### src/rtl/pe_feeder.sv
// Sequencer that streams weights, then activations, from the global buffer into a PE.
// It then steps the PE through its output rows and collects one partial sum per row.
module pe_feeder #(
  parameter int DATA_BITWIDTH     = 16,
  parameter int GLB_ADDR_BITWIDTH = 10,
  parameter int W_BASE            = 0,
  parameter int A_BASE            = 16,
  parameter int kernel_size       = 3,
  parameter int act_size          = 5
) (
  input  logic                         clk,
  input  logic                         reset,
  input  logic                         go,
  output logic                         busy,
  output logic                         done,
  output logic                         glb_rden,
  output logic [GLB_ADDR_BITWIDTH-1:0] glb_raddr,
  input  logic [DATA_BITWIDTH-1:0]     glb_rdata,
  output logic [DATA_BITWIDTH-1:0]     filt_out,
  output logic [DATA_BITWIDTH-1:0]     act_out,
  output logic                         load_en_wght,
  output logic                         load_en_act,
  output logic                         pe_start,
  input  logic                         load_done,
  input  logic                         compute_done,
  input  logic [DATA_BITWIDTH-1:0]     pe_out,
  output logic                         result_valid,
  output logic [DATA_BITWIDTH-1:0]     result_data,
  output logic [7:0]                   result_idx
);

  localparam int NW = kernel_size * kernel_size;
  localparam int NA = act_size * act_size;
  localparam int NR = act_size - kernel_size + 1;

  localparam logic [15:0] W_LAST = 16'(NW - 1);
  localparam logic [15:0] A_LAST = 16'(NA - 1);
  localparam logic [7:0]  R_LAST = 8'(NR - 1);

  localparam logic [GLB_ADDR_BITWIDTH-1:0] W_ADDR = GLB_ADDR_BITWIDTH'(W_BASE);
  localparam logic [GLB_ADDR_BITWIDTH-1:0] A_ADDR = GLB_ADDR_BITWIDTH'(A_BASE);

  typedef enum logic [3:0] {
    IDLE   = 4'd0,
    LOAD_W = 4'd1,
    WAIT_W = 4'd2,
    LOAD_A = 4'd3,
    WAIT_A = 4'd4,
    START  = 4'd5,
    WAIT_C = 4'd6,
    REWIND = 4'd7,
    FIN    = 4'd8
  } state_t;

  state_t state;
  state_t state_nxt;

  logic [15:0]              word_cnt;
  logic [15:0]              word_last;
  logic [7:0]               row_cnt;
  logic                     w_vld;
  logic                     w_first;
  logic                     a_vld;
  logic                     a_first;
  logic [DATA_BITWIDTH-1:0] filt_hold;
  logic [DATA_BITWIDTH-1:0] act_hold;
  logic [DATA_BITWIDTH-1:0] res_cap;
  logic                     res_pend;
  logic                     capture;

  // All PE-side strobes are single-cycle pulses with no back-pressure;
  // glb_rdata is trusted exactly one cycle after glb_rden, nothing else.
  assign word_last = (state == LOAD_W) ? W_LAST : A_LAST;
  assign capture   = (state == WAIT_C) && !res_pend && compute_done;

  always_comb begin
    state_nxt = state;
    unique case (state)
      IDLE:   if (go) state_nxt = LOAD_W;
      LOAD_W: if (word_cnt == W_LAST) state_nxt = WAIT_W;
      WAIT_W: if (load_done) state_nxt = LOAD_A;
      LOAD_A: if (word_cnt == A_LAST) state_nxt = WAIT_A;
      WAIT_A: if (load_done) state_nxt = START;
      START:  state_nxt = WAIT_C;
      // The result cycle is spent in WAIT_C so result_valid never meets pe_start.
      WAIT_C: if (res_pend) state_nxt = (row_cnt >= R_LAST) ? REWIND : START;
      REWIND: state_nxt = FIN;
      FIN:    state_nxt = IDLE;
      default: state_nxt = IDLE;
    endcase
  end

  always_ff @(posedge clk) begin
    if (reset) begin
      state     <= IDLE;
      word_cnt  <= '0;
      row_cnt   <= '0;
      w_vld     <= 1'b0;
      w_first   <= 1'b0;
      a_vld     <= 1'b0;
      a_first   <= 1'b0;
      filt_hold <= '0;
      act_hold  <= '0;
      res_cap   <= '0;
      res_pend  <= 1'b0;
    end else begin
      state   <= state_nxt;
      w_vld   <= (state == LOAD_W);
      w_first <= (state == LOAD_W) && (word_cnt == 16'd0);
      a_vld   <= (state == LOAD_A);
      a_first <= (state == LOAD_A) && (word_cnt == 16'd0);

      if (w_vld) filt_hold <= glb_rdata;
      if (a_vld) act_hold  <= glb_rdata;

      if ((state == LOAD_W) || (state == LOAD_A)) begin
        word_cnt <= (word_cnt == word_last) ? 16'd0 : word_cnt + 16'd1;
      end

      res_pend <= capture;
      if (capture) res_cap <= pe_out;

      if (res_pend) begin
        row_cnt <= row_cnt + 8'd1;
      end else if (state == FIN) begin
        row_cnt <= '0;
      end
    end
  end

  assign busy         = (state != IDLE);
  assign done         = (state == FIN);
  assign glb_rden     = (state == LOAD_W) || (state == LOAD_A);
  assign glb_raddr    = (state == LOAD_W) ? W_ADDR + GLB_ADDR_BITWIDTH'(word_cnt) :
                        (state == LOAD_A) ? A_ADDR + GLB_ADDR_BITWIDTH'(word_cnt) : '0;
  // Returned words pass straight through, then the last one is held.
  assign filt_out     = w_vld ? glb_rdata : filt_hold;
  assign act_out      = a_vld ? glb_rdata : act_hold;
  assign load_en_wght = w_first;
  assign load_en_act  = a_first;
  assign pe_start     = (state == START) || (state == REWIND);
  assign result_valid = res_pend;
  assign result_data  = res_cap;
  assign result_idx   = row_cnt;

endmodule

### config.mk
export PLATFORM = sky130hd
export DESIGN_NAME = pe_feeder
export DESIGN_NICKNAME = d
export VERILOG_FILES = /design/src/rtl/pe_feeder.sv
export SDC_FILE = /design/constraint.sdc
export NUM_CORES = 1
export LEC_CHECK = 0
export ABC_CLOCK_PERIOD_IN_PS = 2070
export BUFFER_PORTS_ARGS = -buffer_cell sky130_fd_sc_hd__buf_2
export CORE_MARGIN = 8
export CORE_UTILIZATION = 40
export DETAILED_ROUTE_END_ITERATION = 8
export PLACE_DENSITY = 0.69
export SYNTH_ARGS = -nofsm -noshare
export SYNTH_HDL_FRONTEND = slang
export SYNTH_SLANG_ARGS = --single-unit
### constraint.sdc
create_clock -name clk -period 2.07 [get_ports clk]
set_input_delay 0.207 -clock clk [delete_from_list [all_inputs] [get_ports clk]]
set_output_delay 0.207 -clock clk [all_outputs]
set_load 0.02 [all_outputs]
==> qor.txt, run 1 <==
run status: completed
register-to-register path setup slack: 190 ps
Primary FF master, synth: dfxtp_1
Static Leak: 2.01 nW
global-route wire length before repair: 14,800 microns
RSZ-0062 raised after global routing: no
Cells after Synth: 395
number of global-route vias before repair: 3,052
worst path arrival time: 1760 ps
slowest CP cell: or4b_2
Mapped Area: 3640 sq um
Antenna diodes: 0
fmax: 507 MHz
max-slew violations: 0
Synth cell types: 47
CTS tree: yes
Critical R2R Capture: state[2]$_SDFFE_PP0P_
Setup crit end kind: output port
Avg Cell Area, Syn: 9.21 sq um
Worst VDD drop: 0.386 mV
routability cong.: 0.782
Die W: 111 microns
crit path to: done
number of enable flip-flop cells after synthesis: 0
post-synth net total: 439
largest area contributor in the netlist: dfxtp_1
Vias/cell: 5.02
drt first pass iters: 4
DR iter-0 viols: 220
top-count cell post-synth: dfxtp_1
clock edge transition at the registers on the reported setup and hold paths: 90 ps
Sink Count: 81
hold path cells: 3
Tcrit/Tclk final: 95.2%
largest delay contributor family on the critical path: simple AND/OR/NAND/NOR gates
max-cap viol count: 0
TritonCTS Buffers: 9
critical path buffer and inverter count: 2
CP startpoint: state[2]$_SDFFE_PP0P_
Tot GR Track Use: 14.1%
layout cells sized above 1: 36.2%
commonest cells in the netlist: dfxtp_1 (81), nand2_1 (52), nor2_1 (34)
WP depth: 3
required time of the critical path: 1860 ps
HPWL after DPL: 6500 microns
Max FO, Critical Path: 13
Layout Skew: 7.45 ps
final setup violating endpoints: 0
Yosys top cell area share: 44.6%
Crit Path Category: reg -> out
RR Startpoint: word_cnt[0]$_SDFFE_PP0P_
DRC Markers: 0
Clock Latency Late Sink: 340 ps
fin nets: 545
Hold Crit Class: in -> reg
CTS Buffer Depth: 2
final worst path period need: 1970 ps
area growth from synthesis to layout: 23.4%
synthesis-stage register bit count: 81
largest cells by area after synthesis: dfxtp_1 (45%), mux2_2 (9.9%), and2_1 (5.7%), nand2_1 (5.4%), a21oi_1 (3.7%)
worst-path cell chain: or4b_2 > inv_1 > buf_2
GRT overflow: 0
Power Density: 752 nW/um^2
Worst Hold Launch: pe_out[10]
count of input and output buffers: 109
Die Footprint: 12,400 sq um
startpoint types: flop
num rows: 34
routed wire length: 8750 microns
Yosys warning count: 0
Largest stage delay, worst path: 750 ps
Final ANT Viol Nets: 0
CTS H-tree depth: 3
Util after Layout: 51.2%
Top Ports: 110
root buf cell: clkbuf_8
die height: 111 microns
initial antenna violation count: 0
DR vias: 3,077
Rel. slew slack: 62.4%
largest net degree at the start of global routing: 34
final hold violations: 0
Seq/Total Area, Yosys: 44.6%
cell depth of the worst flop-to-flop path: 7
initial core utilization: 41.5%
Core Region: 8760 sq um
TNS Setup: 0 ps
routed len/inst: 14.3 microns
async set or reset register ratio after synthesis: 0%
Tightest Pin Transition: 564 ps
[registers in the layout (all words and copies together) (netlist names)]
register      count
word_cnt         16
result_data      16
w_vld             1
act_hold         16
result_valid      1
a_vld             1
filt_hold        16
load_en_act       1
result_idx        8
load_en_wght      1
state             4
[worst min-delay path: cells and delay by family]
| kind | cells | cell delay [ps] |
|---|---|---|
| and+or+nand+nor | 1 | 50 |
| AOI/OAI and AO/OA | 1 | 50 |
| buffers and inverters | 1 | 100 |
[kinds of logic (layout without fill, tap and decap cells)]
family          after synthesis  in the layout  share of synthesized area (%)
fa+ha+maj                     7              7                           2.41
mux                          36             36                           11.0
buf+inv                      36            146                           4.58
compound gates               46             46                           7.98
simple gates                170            170                           24.8
xor+xnor                     19             19                           4.58
flops                        81             81                           44.6
[cell type report]
| class | instances | area [sq um] |
|---|---|---|
| multi-input cells | 278 | 1850 |
| well taps | 108 | 135 |
| clock inverters | 5 | 81.3 |
| inverters | 12 | 45.0 |
| fillers | 853 | 4280 |
| clock buffers | 10 | 128 |
| flip-flops and latches | 81 | 1630 |
| repair buffers | 119 | 621 |
[how the worst min path moves through the flow]
stage | endpoint | slack (ps)
after global routing | result_data[10]$_SDFFE_PP0P_ | 70
after detailed placement | result_data[6]$_SDFFE_PP0P_ | 440
final | result_data[10]$_SDFFE_PP0P_ | 90
after CTS | result_data[7]$_SDFFE_PP0P_ | 70
after floorplan | result_data[0]$_SDFFE_PP0P_ | 340
after global placement | result_data[10]$_SDFFE_PP0P_ | 440
[routing by layer]
metal | vias up | routed length [microns] | part of all wire [%] | track usage, %
met5 | - | 0 | 0 | 0
met4 | 0 | 62 | 0.71 | 4.00
met3 | 5 | 863 | 9.9 | 7.19
met2 | 112 | 3680 | 42 | 20.7
met1 | 1410 | 4150 | 47 | 17.7
li1 | 1550 | - | - | -
[power breakdown]
group	total (W)	leakage [nW]	switching [W]	internal, W
clock network	0.00123	0.102	0.000559	0.000673
registers	0.00163	0.656	0.0000315	0.00160
logic	0.000506	1.25	0.000290	0.000216
total	0.00337	2.01	0.000880	0.00249
[cell usage in the layout, fill, tap and decap left out, types with 2 or more instances in the layout]
cell,n
nand2_1,52
buf_2,109
nand3_1,11
nand4_1,9
inv_1,9
and2_1,33
ha_1,7
a211oi_1,3
bufinv_16,2
mux2i_1,4
dfxtp_2,3
xnor2_1,8
a31oi_1,2
inv_2,2
and3_1,5
and4_2,2
or3_1,3
o21ai_0,4
buf_4,10
dfxtp_1,78
o31ai_1,3
nor2_1,34
xor2_1,11
clkbuf_8,9
a21oi_1,27
nor4_1,3
mux2_2,32
nor3_1,7
[stage by stage]
stage	total power (W)	worst slack (ps)	hold WS (ps)	instance area [sq um]	instances
2_1_floorplan	0.00201	297	343	3640	395
3_3_place_gp	0.00217	270	440	4270	598
3_5_place_dp	0.00218	225	445	4270	598
4_1_cts	0.00342	68.8	71.0	4490	613
5_1_grt	0.00353	14.4	71.9	4490	613
6_report	0.00337	98.9	92.1	4490	613
[what timing repair did]
action	CTS	global route
endpoints found under the setup margin	8	0
hold buffers	0	0
setup buffers	0	0
gates resized for setup	4	0
No activity file was read; power rests on OpenSTA's default activity.
==> run 2: changes to the inputs <==
CORE_MARGIN = 4   (was 8)
PLACE_DENSITY = default   (was 0.69)
==> run 2 against run 1 <==
Effect of this change: critical path depth unchanged; count of clock-buffer cells in the layout rose by 1; via count shrank 0.16%; utilization grew 0.071 points; non-clock buffer count up 4; global-route usage increased by 1.8 points; first-iteration DRC count decreased by 56%; clock skew increased by 2.5 ps; sequential power is essentially flat; cell area up 0.14%.
==> qor.txt, run 2 (synthesis gave the netlist of run 1 again) <==
Tot GR Track Use: 15.9% (+1.8 points)
drt first pass iters: 4 (unchanged)
initial antenna violation count: 0 (unchanged)
CTS Buffer Depth: 2 (unchanged)
Hold Buf Count CTS: 0 (unchanged)
number of global-route vias before repair: 2,846 (-6.7%)
CTS tree: yes
fin nets: 549 (+0.73%)
Die W: 103 microns (-7.2%)
Die Footprint: 10,700 sq um (-14%)
routed len/inst: 13.8 microns (-3.1%)
Final ANT Viol Nets: 0 (unchanged)
TNS Setup: 0 ps (unchanged)
routed wire length: 8550 microns (-2.3%)
worst path arrival time: 1780 ps (+20 ps)
DRC Markers: 0 (unchanged)
die height: 103 microns (-7.2%)
slowest CP cell: or4b_2
final setup violating endpoints: 0 (unchanged)
critical path buffer and inverter count: 2 (unchanged)
Hold WS: 93.4 ps (+1.31 ps)
GRT overflow: 0 (unchanged)
required time of the critical path: 1860 ps (about the same)
Vias/cell: 4.97 (-0.97%)
worst setup margin: 86.9 ps (-12.0 ps)
routability cong.: 0.823 (+5.3%)
Layout Skew: 10.0 ps (+2.55 ps)
commonest non-fill, non-tap cell in the layout: buf_2
Hold Crit Class: in -> reg
Antenna diodes: 0 (unchanged)
fin area: 4490 sq um (+0.14%)
count of input and output buffers: 109 (unchanged)
TritonCTS Buffers: 9 (unchanged)
global-route wire length before repair: 13,400 microns (-9.1%)
layout cells sized above 1: 36.5% (+0.23 points)
fmax: 504 MHz (-0.60%)
Tcrit/Tclk final: 95.8% (+0.58 points)
Clock Latency Late Sink: 350 ps (about the same)
commonest non-fill, non-tap cells in the layout: buf_2 (109), dfxtp_1 (78), nand2_1 (52), nor2_1 (34), and2_1 (33)
Setup crit end kind: output port
run status: completed
Largest stage delay, worst path: 740 ps (about the same)
initial core utilization: 41.5% (unchanged)
RSZ-0062 raised after global routing: no
max-slew violations: 0 (unchanged)
Top Ports: 110 (unchanged)
Sink Count: 81 (unchanged)
Tightest Pin Transition: 530 ps (-34.7 ps)
largest delay contributor family on the critical path: simple AND/OR/NAND/NOR gates
Worst VDD drop: 0.362 mV (-6.2%)
num rows: 34 (unchanged)
final worst path period need: 1980 ps (+12.0 ps)
final hold violations: 0 (unchanged)
largest net degree at the start of global routing: 33 (-2.9%)
Power Density: 726 nW/um^2 (-3.4%)
DR vias: 3,072 (-0.16%)
root buf cell: clkbuf_8
startpoint types: flop
Core Region: 8760 sq um (unchanged)
DR iter-0 viols: 96 (-56%)
Power Total: 0.00326 W (-3.2%)
HPWL after DPL: 6400 microns (-1.5%)
post-place instance area: 4300 sq um (+0.70%)
Rel. slew slack: 64.7% (+2.3 points)
Static Leak: 2.02 nW (+0.55%)
Crit Path Category: reg -> out
clock edge transition at the registers on the reported setup and hold paths: 80 ps (about the same)
worst-path cell chain: or4b_2 > inv_1 > buf_2
CTS H-tree depth: 3 (unchanged)
area growth from synthesis to layout: 23.5%
DP Worst Slack: 212 ps (-12.8 ps)
max-cap viol count: 0 (unchanged)
Max FO, Critical Path: 13 (unchanged)
## run 2: cell types whose count changed in the layout (fill, tap and decap cells not counted)
cell,delta
or3b_4,-1
buf_4,+4
bufinv_16,-1
or3b_1,+1
clkinv_2,+1
clkbuf_1,+1
## run 2: power breakdown
group          leakage [nW]  switching, W  internal (W)  total (W)
clock                0.0933      0.000571      0.000557    0.00113
combinational          1.27      0.000283      0.000215   0.000498
sequential            0.656     0.0000337       0.00160    0.00164
total                  2.02      0.000888       0.00237    0.00326
## run 2: per-stage QoR
step	cells	util (%)
2_1_floorplan	395	-
3_3_place_gp	602	49.1
3_5_place_dp	602	49.1
4_1_cts	618	51.3
5_1_grt	618	51.3
6_report	618	51.3
## run 2: routing by layer
metal | vias to the layer above | wire length (microns) | track usage [%]
li1 | 1560 | - | -
met1 | 1410 | 3840 | 20.8
met2 | 88 | 3910 | 24.9
met3 | 14 | 636 | 3.62
met4 | 0 | 170 | 7.17
met5 | - | 0 | 0
## run 2: path summary, 6_finish.rpt
check	cells past startpoint	start	slack [ps]	to
max	3	state[2]$_SDFFE_PP0P_	90	done
min	3	pe_out[9]	90	result_data[9]$_SDFFE_PP0P_
max reg2reg	7	word_cnt[0]$_SDFFE_PP0P_	180	word_cnt[1]$_SDFFE_PP0P_
min reg2reg	2	result_data[13]$_SDFFE_PP0P_	460	result_data[13]$_SDFFE_PP0P_
## run 2: final cells by class
type	instances	area [sq um]
Fill cell	844	4270
Multi-Input combinational cell	278	1850
Sequential cell	81	1630
Timing Repair Buffer	123	651
Tap cell	108	135
Clock buffer	11	131
Clock inverter	5	56.3
Inverter	12	45.0
## run 2: tightest hold or removal path: stages
cell	delay (ps)
buf_2	100
nand2_1	50
a21oi_1	50
## run 2: what timing repair did
item	in CTS	in global routing
setup buffers	0	0
setup endpoints to repair	2	0
resized for setup	3	0
